`src/rtl/my_axis_if.sv`:
```
// AXI4-Stream style bundle with a configurable data width and byte-granular tkeep.
// Handshake: a transfer happens on every rising clk edge where tvalid && tready;
// once tvalid is high the master holds tdata/tkeep/tlast stable until that transfer.
interface my_axis_if #(
  parameter int DATA_W = 8
);
  localparam int KEEP_W = DATA_W / 8;

  logic [DATA_W-1:0] tdata;
  logic [KEEP_W-1:0] tkeep;
  logic              tlast;
  logic              tvalid;
  logic              tready;

  modport master (output tdata, output tkeep, output tlast, output tvalid, input tready);
  modport slave  (input tdata, input tkeep, input tlast, input tvalid, output tready);
endinterface

```
`src/rtl/axis_byte_unpack.sv`:
```
// Unpacks wide stream beats into kept bytes, lane 0 first, skipping unkept lanes.
// Optional AXIS_BYTE_UNPACK_SKID_EN adds a second beat register for bubble-free streaming.
module axis_byte_unpack #(
  parameter int IN_W = 128
) (
  input  logic       clk,
  input  logic       rst,
  my_axis_if.slave   s_axis,
  my_axis_if.master  m_axis,
  output logic       null_beat,
  output logic       busy,
  output logic       dbg_state_o
);
  localparam int NB    = IN_W / 8;
  localparam int IDX_W = $clog2(NB);

  typedef enum logic {IDLE = 1'b0, SHIFT = 1'b1} state_t;

  state_t            state_q, state_d;
  logic [IN_W-1:0]   work_data_q, work_data_d;
  logic [NB-1:0]     work_keep_q, work_keep_d;
  logic              work_last_q, work_last_d;
  logic              null_q, null_d;
`ifdef AXIS_BYTE_UNPACK_SKID_EN
  logic [IN_W-1:0]   hold_data_q, hold_data_d;
  logic [NB-1:0]     hold_keep_q, hold_keep_d;
  logic              hold_last_q, hold_last_d;
  logic              hold_valid_q, hold_valid_d;
  logic              last_hs;
`endif

  logic [IDX_W-1:0]  lane;
  logic [NB-1:0]     lane_oh;
  logic [NB-1:0]     keep_rest;
  logic              in_accept, in_null, out_hs;

  // Descending scan so the lowest kept lane is the final assignment.
  always_comb begin
    lane    = '0;
    lane_oh = '0;
    for (int i = NB - 1; i >= 0; i--) begin
      if (work_keep_q[i]) begin
        lane    = IDX_W'(i);
        lane_oh = NB'(1) << i;
      end
    end
    keep_rest = work_keep_q & ~lane_oh;
  end

`ifdef AXIS_BYTE_UNPACK_SKID_EN
  assign s_axis.tready = !rst && !hold_valid_q;
  assign busy          = (state_q == SHIFT) || hold_valid_q;
  assign last_hs       = out_hs && (keep_rest == '0);
`else
  assign s_axis.tready = !rst && (state_q == IDLE);
  assign busy          = (state_q == SHIFT);
`endif

  assign in_accept     = s_axis.tvalid && s_axis.tready;
  assign in_null       = (s_axis.tkeep == '0);
  assign out_hs        = m_axis.tvalid && m_axis.tready;

  assign m_axis.tvalid = (state_q == SHIFT);
  assign m_axis.tdata  = (state_q == SHIFT) ? work_data_q[{lane, 3'b000} +: 8] : 8'h00;
  assign m_axis.tkeep  = '1;
  assign m_axis.tlast  = (state_q == SHIFT) && work_last_q && (keep_rest == '0);
  assign null_beat     = null_q;
  assign dbg_state_o   = (state_q == SHIFT);

  always_comb begin
    state_d     = state_q;
    work_data_d = work_data_q;
    work_keep_d = work_keep_q;
    work_last_d = work_last_q;
    null_d      = in_accept && in_null;
`ifdef AXIS_BYTE_UNPACK_SKID_EN
    hold_data_d  = hold_data_q;
    hold_keep_d  = hold_keep_q;
    hold_last_d  = hold_last_q;
    hold_valid_d = hold_valid_q;
`endif
    case (state_q)
      IDLE: begin
        if (in_accept && !in_null) begin
          work_data_d = s_axis.tdata;
          work_keep_d = s_axis.tkeep;
          work_last_d = s_axis.tlast;
          state_d     = SHIFT;
        end
      end
      SHIFT: begin
        if (out_hs) begin
          work_keep_d = keep_rest;
          if (keep_rest == '0) begin
`ifdef AXIS_BYTE_UNPACK_SKID_EN
            if (hold_valid_q) begin
              work_data_d  = hold_data_q;
              work_keep_d  = hold_keep_q;
              work_last_d  = hold_last_q;
              hold_valid_d = 1'b0;
            end else if (in_accept && !in_null) begin
              work_data_d = s_axis.tdata;
              work_keep_d = s_axis.tkeep;
              work_last_d = s_axis.tlast;
            end else begin
              state_d = IDLE;
            end
`else
            state_d = IDLE;
`endif
          end
        end
`ifdef AXIS_BYTE_UNPACK_SKID_EN
        // A beat arriving mid-stream parks here unless the working register frees up this cycle.
        if (in_accept && !in_null && !last_hs) begin
          hold_data_d  = s_axis.tdata;
          hold_keep_d  = s_axis.tkeep;
          hold_last_d  = s_axis.tlast;
          hold_valid_d = 1'b1;
        end
`endif
      end
      default: state_d = IDLE;
    endcase
  end

  always_ff @(posedge clk) begin
    if (rst) begin
      state_q     <= IDLE;
      work_data_q <= '0;
      work_keep_q <= '0;
      work_last_q <= 1'b0;
      null_q      <= 1'b0;
`ifdef AXIS_BYTE_UNPACK_SKID_EN
      hold_data_q  <= '0;
      hold_keep_q  <= '0;
      hold_last_q  <= 1'b0;
      hold_valid_q <= 1'b0;
`endif
    end else begin
      state_q     <= state_d;
      work_data_q <= work_data_d;
      work_keep_q <= work_keep_d;
      work_last_q <= work_last_d;
      null_q      <= null_d;
`ifdef AXIS_BYTE_UNPACK_SKID_EN
      hold_data_q  <= hold_data_d;
      hold_keep_q  <= hold_keep_d;
      hold_last_q  <= hold_last_d;
      hold_valid_q <= hold_valid_d;
`endif
    end
  end
endmodule

```
`src/flat_wrapper.sv`:
```
// flat-port wrapper written by rule: the top's interface ports become plain ports
module axis_byte_unpack_flat 
#(
  parameter int IN_W = 128
)
  (clk, rst, null_beat, busy, dbg_state_o, s_axis_tdata, s_axis_tkeep, s_axis_tlast, s_axis_tvalid, s_axis_tready, m_axis_tdata, m_axis_tkeep, m_axis_tlast, m_axis_tvalid, m_axis_tready);
  my_axis_if #(.DATA_W(IN_W)) s_axis_i ();
  my_axis_if #(.DATA_W(8)) m_axis_i ();
  input  logic clk;
  input  logic rst;
  output logic null_beat;
  output logic busy;
  output logic dbg_state_o;
  input wire logic [$bits(s_axis_i.tdata)-1:0] s_axis_tdata;
  input wire logic [$bits(s_axis_i.tkeep)-1:0] s_axis_tkeep;
  input wire logic [$bits(s_axis_i.tlast)-1:0] s_axis_tlast;
  input wire logic [$bits(s_axis_i.tvalid)-1:0] s_axis_tvalid;
  output wire logic [$bits(s_axis_i.tready)-1:0] s_axis_tready;
  output wire logic [$bits(m_axis_i.tdata)-1:0] m_axis_tdata;
  output wire logic [$bits(m_axis_i.tkeep)-1:0] m_axis_tkeep;
  output wire logic [$bits(m_axis_i.tlast)-1:0] m_axis_tlast;
  output wire logic [$bits(m_axis_i.tvalid)-1:0] m_axis_tvalid;
  input wire logic [$bits(m_axis_i.tready)-1:0] m_axis_tready;
  assign s_axis_i.tdata = s_axis_tdata;
  assign s_axis_i.tkeep = s_axis_tkeep;
  assign s_axis_i.tlast = s_axis_tlast;
  assign s_axis_i.tvalid = s_axis_tvalid;
  assign s_axis_tready = s_axis_i.tready;
  assign m_axis_tdata = m_axis_i.tdata;
  assign m_axis_tkeep = m_axis_i.tkeep;
  assign m_axis_tlast = m_axis_i.tlast;
  assign m_axis_tvalid = m_axis_i.tvalid;
  assign m_axis_i.tready = m_axis_tready;
  axis_byte_unpack #(.IN_W(IN_W)) u_core (.clk(clk), .rst(rst), .s_axis(s_axis_i), .m_axis(m_axis_i), .null_beat(null_beat), .busy(busy), .dbg_state_o(dbg_state_o));
endmodule
```
`config.mk`:
```
export PLATFORM = sky130hd
export DESIGN_NAME = axis_byte_unpack_flat
export DESIGN_NICKNAME = d
export VERILOG_FILES = /design/src/rtl/my_axis_if.sv /design/src/rtl/axis_byte_unpack.sv /design/src/flat_wrapper.sv
export SDC_FILE = /design/constraint.sdc
export NUM_CORES = 1
export LEC_CHECK = 0
export CORE_MARGIN = 10
export CORE_UTILIZATION = 50
export DETAILED_ROUTE_END_ITERATION = 8
export GPL_TIMING_DRIVEN = 0
export PLACE_DENSITY = 0.8
export SLEW_MARGIN = 20
export SYNTH_ARGS = -nofsm -noshare
export SYNTH_HDL_FRONTEND = slang
export SYNTH_SLANG_ARGS = --single-unit
```
`constraint.sdc`:
```
create_clock -name clk -period 9.5 [get_ports clk]
set_input_delay 2.85 -clock clk [delete_from_list [all_inputs] [get_ports clk]]
set_output_delay 2.85 -clock clk [all_outputs]
set_load 0.05 [all_outputs]
```
==> flow_results.org <==
** Finish
- The multi-input combinational cells in the finished layout cover a total of 3470 µm².
- Fin cells :: 1314
- The sequential cells in the finished layout cover a total of 2940 µm².
- Commonest cells after routing, fill and taps aside :: sky130_fd_sc_hd__nand2_1 (323), sky130_fd_sc_hd__a21oi_1 (163), sky130_fd_sc_hd__clkdlybuf4s50_1 (162)
- In the final layout, the share of cells above drive strength 1 is 4.04%.
- At the end of the flow, the number of nets in the layout was 1274.
- The library cell used most frequently in the layout, excluding fill and tap cells, is sky130_fd_sc_hd__nand2_1.
- 0 antenna diodes ended up in the layout.
- Final-layout fill cell count :: 1132
- Final core utilization :: 69.4%
- Area grow syn2layout :: 36.1%

** Critical path
- Data arrives at the worst endpoint at 4.57 ns.
- Origin of the critical flop-to-flop path :: u_core.busy
- Data required time of the worst path :: 6.65 ns
- In this run the worst path has a maximum fanout of 10.
- Endpoint of the worst setup timing path :: m_axis_tdata[1]
- The critical path is of the reg2out type.
- STA classifies the critical path endpoint as a primary output.
- In this run the worst setup path begins at u_core.work_keep_q[9].
- The worst register-to-register path has a setup slack of 6.86 ns.
- Element type at the critical path start :: flip-flop
- The worst register-to-register path has a depth of 8.
- Reg-to-Reg End :: u_core.work_data_q[20]

** Yosys
- A synthesized cell averages 7.16 µm².
- Most area-consuming cells after synthesis :: sky130_fd_sc_hd__dfxtp_1 (44%), sky130_fd_sc_hd__nand2_1 (18%), sky130_fd_sc_hd__a21oi_1 (12%), sky130_fd_sc_hd__clkbuf_1 (3.7%), sky130_fd_sc_hd__o21ai_0 (2.3%)
- For this run, the number of Yosys warnings is 0.
- Number of enable-type register cells in the synthesized netlist :: 0
- The number of different library cells used by synthesis comes to 55.
- Share of async-settable or async-resettable flops after synthesis :: 0%
- Synthesis inferred 147 register bits.
- Largest area contributor in the netlist :: sky130_fd_sc_hd__dfxtp_1
- After synthesis, the largest area contributor takes up 43.6% of total cell area.
- Total standard cell area after synthesis :: 6760 µm²
- For this run, the leading register cell type out of synthesis is sky130_fd_sc_hd__dfxtp_1.
- Syn nets :: 1093
- Part of the Yosys area used for sequential elements :: 43.6%
- Synthesis produced a netlist whose cell count is 944.

** Clock network
- Total of hold buffers inserted after clock tree synthesis :: 0
- Gates resized, CTS repair :: 0
- Buffers added to address setup during post-CTS repair amount to 0.
- TritonCTS built the clock tree.
- TritonCTS Buffers :: 17
- Cell chosen for the clock root :: sky130_fd_sc_hd__clkbuf_16
- The longest clock path from root to sink contains 2 buffers.
- Total number of clock tree sinks :: 147
- Clock-pin slew was measured on the worst setup and hold paths at 0.06 ns.
- Clock latency of the later-clocked register in the worst-skew pair :: 0.43 ns
- H-tree lvl count :: 4

** Drt
- DRT met1 WL :: 10600 µm
- Dividing the detail-routed via count by the number of cells gives 5.78.
- The first routing iteration left 868 violations.
- The routed design uses 2450 µm of met3 wire.
- The routed design has 24900 µm of wire.
- Post-route ant nets :: 0
- Number of vias after detailed routing :: 7595
- Summed over all nets, wire length on met2 after detailed routing comes to 11100 µm.
- The first TritonRoute pass finished after 5 iterations.
- DR DRC count :: 0
- Highest signal layer in the routed design :: met4
- In the final routed layout, each cell accounts on average for 19.0 µm.

** Placed design
- Placer congestion estimate :: 0.948
- Number of port buffers :: 162
- Final HPWL DP :: 18400 µm
- Including well taps, the total number of placed cells is 1282.

** Floorplanning
- The floorplan step set the die height to 136 µm.
- From left edge to right edge, the die measures 136 µm.
- During I/O placement, the number of pins put on the boundary was 164.
- After floorplanning, the core was sized to cover 13200 µm².
- Effective utilization at floorplan :: 51.0%
- The die covers 18600 µm².
- The floorplan has 42 rows.

** Timing
- Actual slew at the worst max-slew pin :: 1.16 ns
- Post-route clock period utilization :: 78.1%
- Setup-violating endpoint count in the final report :: 0
- Total negative slack :: 0 ns
- In this run the tightest slew margin relative to its limit is 20.7%.
- The max-slew violation total from the final report came to 0.
- The clock arrives with 0.00666 ns of skew.
- Min Hold Slack :: 0.454 ns
- Setup repair after global routing missed its margin :: no
- Timing would allow up to 135 MHz.
- Min Tclk post-route :: 7.42 ns
- Final hold violation count :: 0

** Global route
- For this run the aggregate overflow at the end of global routing stands at 0.
- Entering global routing, the biggest net connects 17 pins.
- The initial antenna violation count is 0.
- Global router's overall resource usage :: 26.4%
- Global-route wire length before repair :: 38300 µm
- The number of global-route vias before repair was 7080.

** Outcome
- Status :: finished clean

** Power
- Dividing total power by cell area gives a power density of 194 nW/µm².
- Design Power :: 1.79 mW
- In this run the static leakage power is 3.23 nW.
- IR drop worst, VDD :: 0.128 mV

** Worst hold path
- Counting instances, the worst hold path has a depth of 2.
- The worst hold path belongs to the class reg2reg.

** Flow run
- Max-cap violation count :: 0
## metrics by stage
| step | instance area, µm² | worst slack (ns) |
|---|---|---|
| after floorplan | 6760 | 3.10 |
| after global placement | 8600 | 2.38 |
| after detailed placement | 8600 | 2.37 |
| after CTS | 9190 | 2.28 |
| after global routing | 9190 | 1.95 |
| final | 9190 | 2.08 |
## flip-flops by register name, summed over array words and instances, names as in the netlist
signal and cells:
u_core.work_keep_q 16, u_core.busy 1, u_core.work_last_q 1, u_core.null_beat 1
u_core.work_data_q 128
## Yosys cell counts (all sizes together), types with 5 or more instances
library cell and n:
a2111oi 5, a211oi 9, a21boi 5, a21oi 163, a22o 5, a22oi 7
a31oi 17, buf 14, clkbuf 66, dfxtp 147, inv 5, mux2i 6
nand2 324, nand3 27, nor2 31, nor3 6, nor4 12, o21ai 33
o22ai 6
## final cells by class
class / count / area share, %
Buffer: 80 / 3.54
Inverter: 5 / 0.204
Clock inverter: 12 / 1.40
Sequential cell: 147 / 32.0
Multi-Input combinational cell: 712 / 37.7
Timing Repair Buffer: 162 / 17.6
Tap cell: 176 / 2.40
Clock buffer: 20 / 5.08
## worst min path at each step
| stage | start | endpoint | slack [ns] |
|---|---|---|---|
| 2_1_floorplan | u_core.work_data_q[80] | u_core.work_data_q[80] | 0.43 |
| 3_3_place_gp | u_core.work_data_q[85] | u_core.work_data_q[85] | 0.44 |
| 3_5_place_dp | u_core.work_data_q[85] | u_core.work_data_q[85] | 0.45 |
| 4_1_cts | u_core.work_data_q[85] | u_core.work_data_q[85] | 0.45 |
| 5_1_grt | u_core.work_data_q[57] | u_core.work_data_q[57] | 0.47 |
| 6_report | u_core.work_data_q[46] | u_core.work_data_q[46] | 0.45 |
## layer usage
metal	vias to the layer above	global-route usage (%)
met5	-	0
met4	0	11.6
met3	55	7.12
met2	412	40.3
met1	3531	34.3
li1	3597	-
## kinds of logic (layout without fill, tap and decap cells)
kind of cell             Yosys count  in the layout  share of synthesized area, %
AND/OR/NAND/NOR                  426            426                          26.1
AO/OA/AOI/OAI                    276            276                          23.8
adder cells (fa/ha/maj)            2              2                         0.296
other                              1              1                        0.0555
multiplexers                       7              7                          1.06
flip-flops                       147            147                          43.6
buffers and inverters             85            279                          5.09
## critical path: stages, from the launching register on
cell,delay [ns]
sky130_fd_sc_hd__dfxtp_1,0.31
sky130_fd_sc_hd__clkbuf_1,0.38
sky130_fd_sc_hd__a21oi_1,0.12
sky130_fd_sc_hd__a211o_1,0.35
sky130_fd_sc_hd__nand2_1,0.21
sky130_fd_sc_hd__clkbuf_1,0.52
sky130_fd_sc_hd__a211oi_1,0.16
sky130_fd_sc_hd__a2111oi_0,1.02
sky130_fd_sc_hd__a22o_1,0.25
sky130_fd_sc_hd__clkdlybuf4s50_1,0.84
## power breakdown
group          internal [mW]  leakage [nW]  switching (mW)
clock                  0.408         0.300           0.274
combinational          0.161          1.73           0.270
sequential             0.650          1.20          0.0239
(Power assumes the default switching activity.)
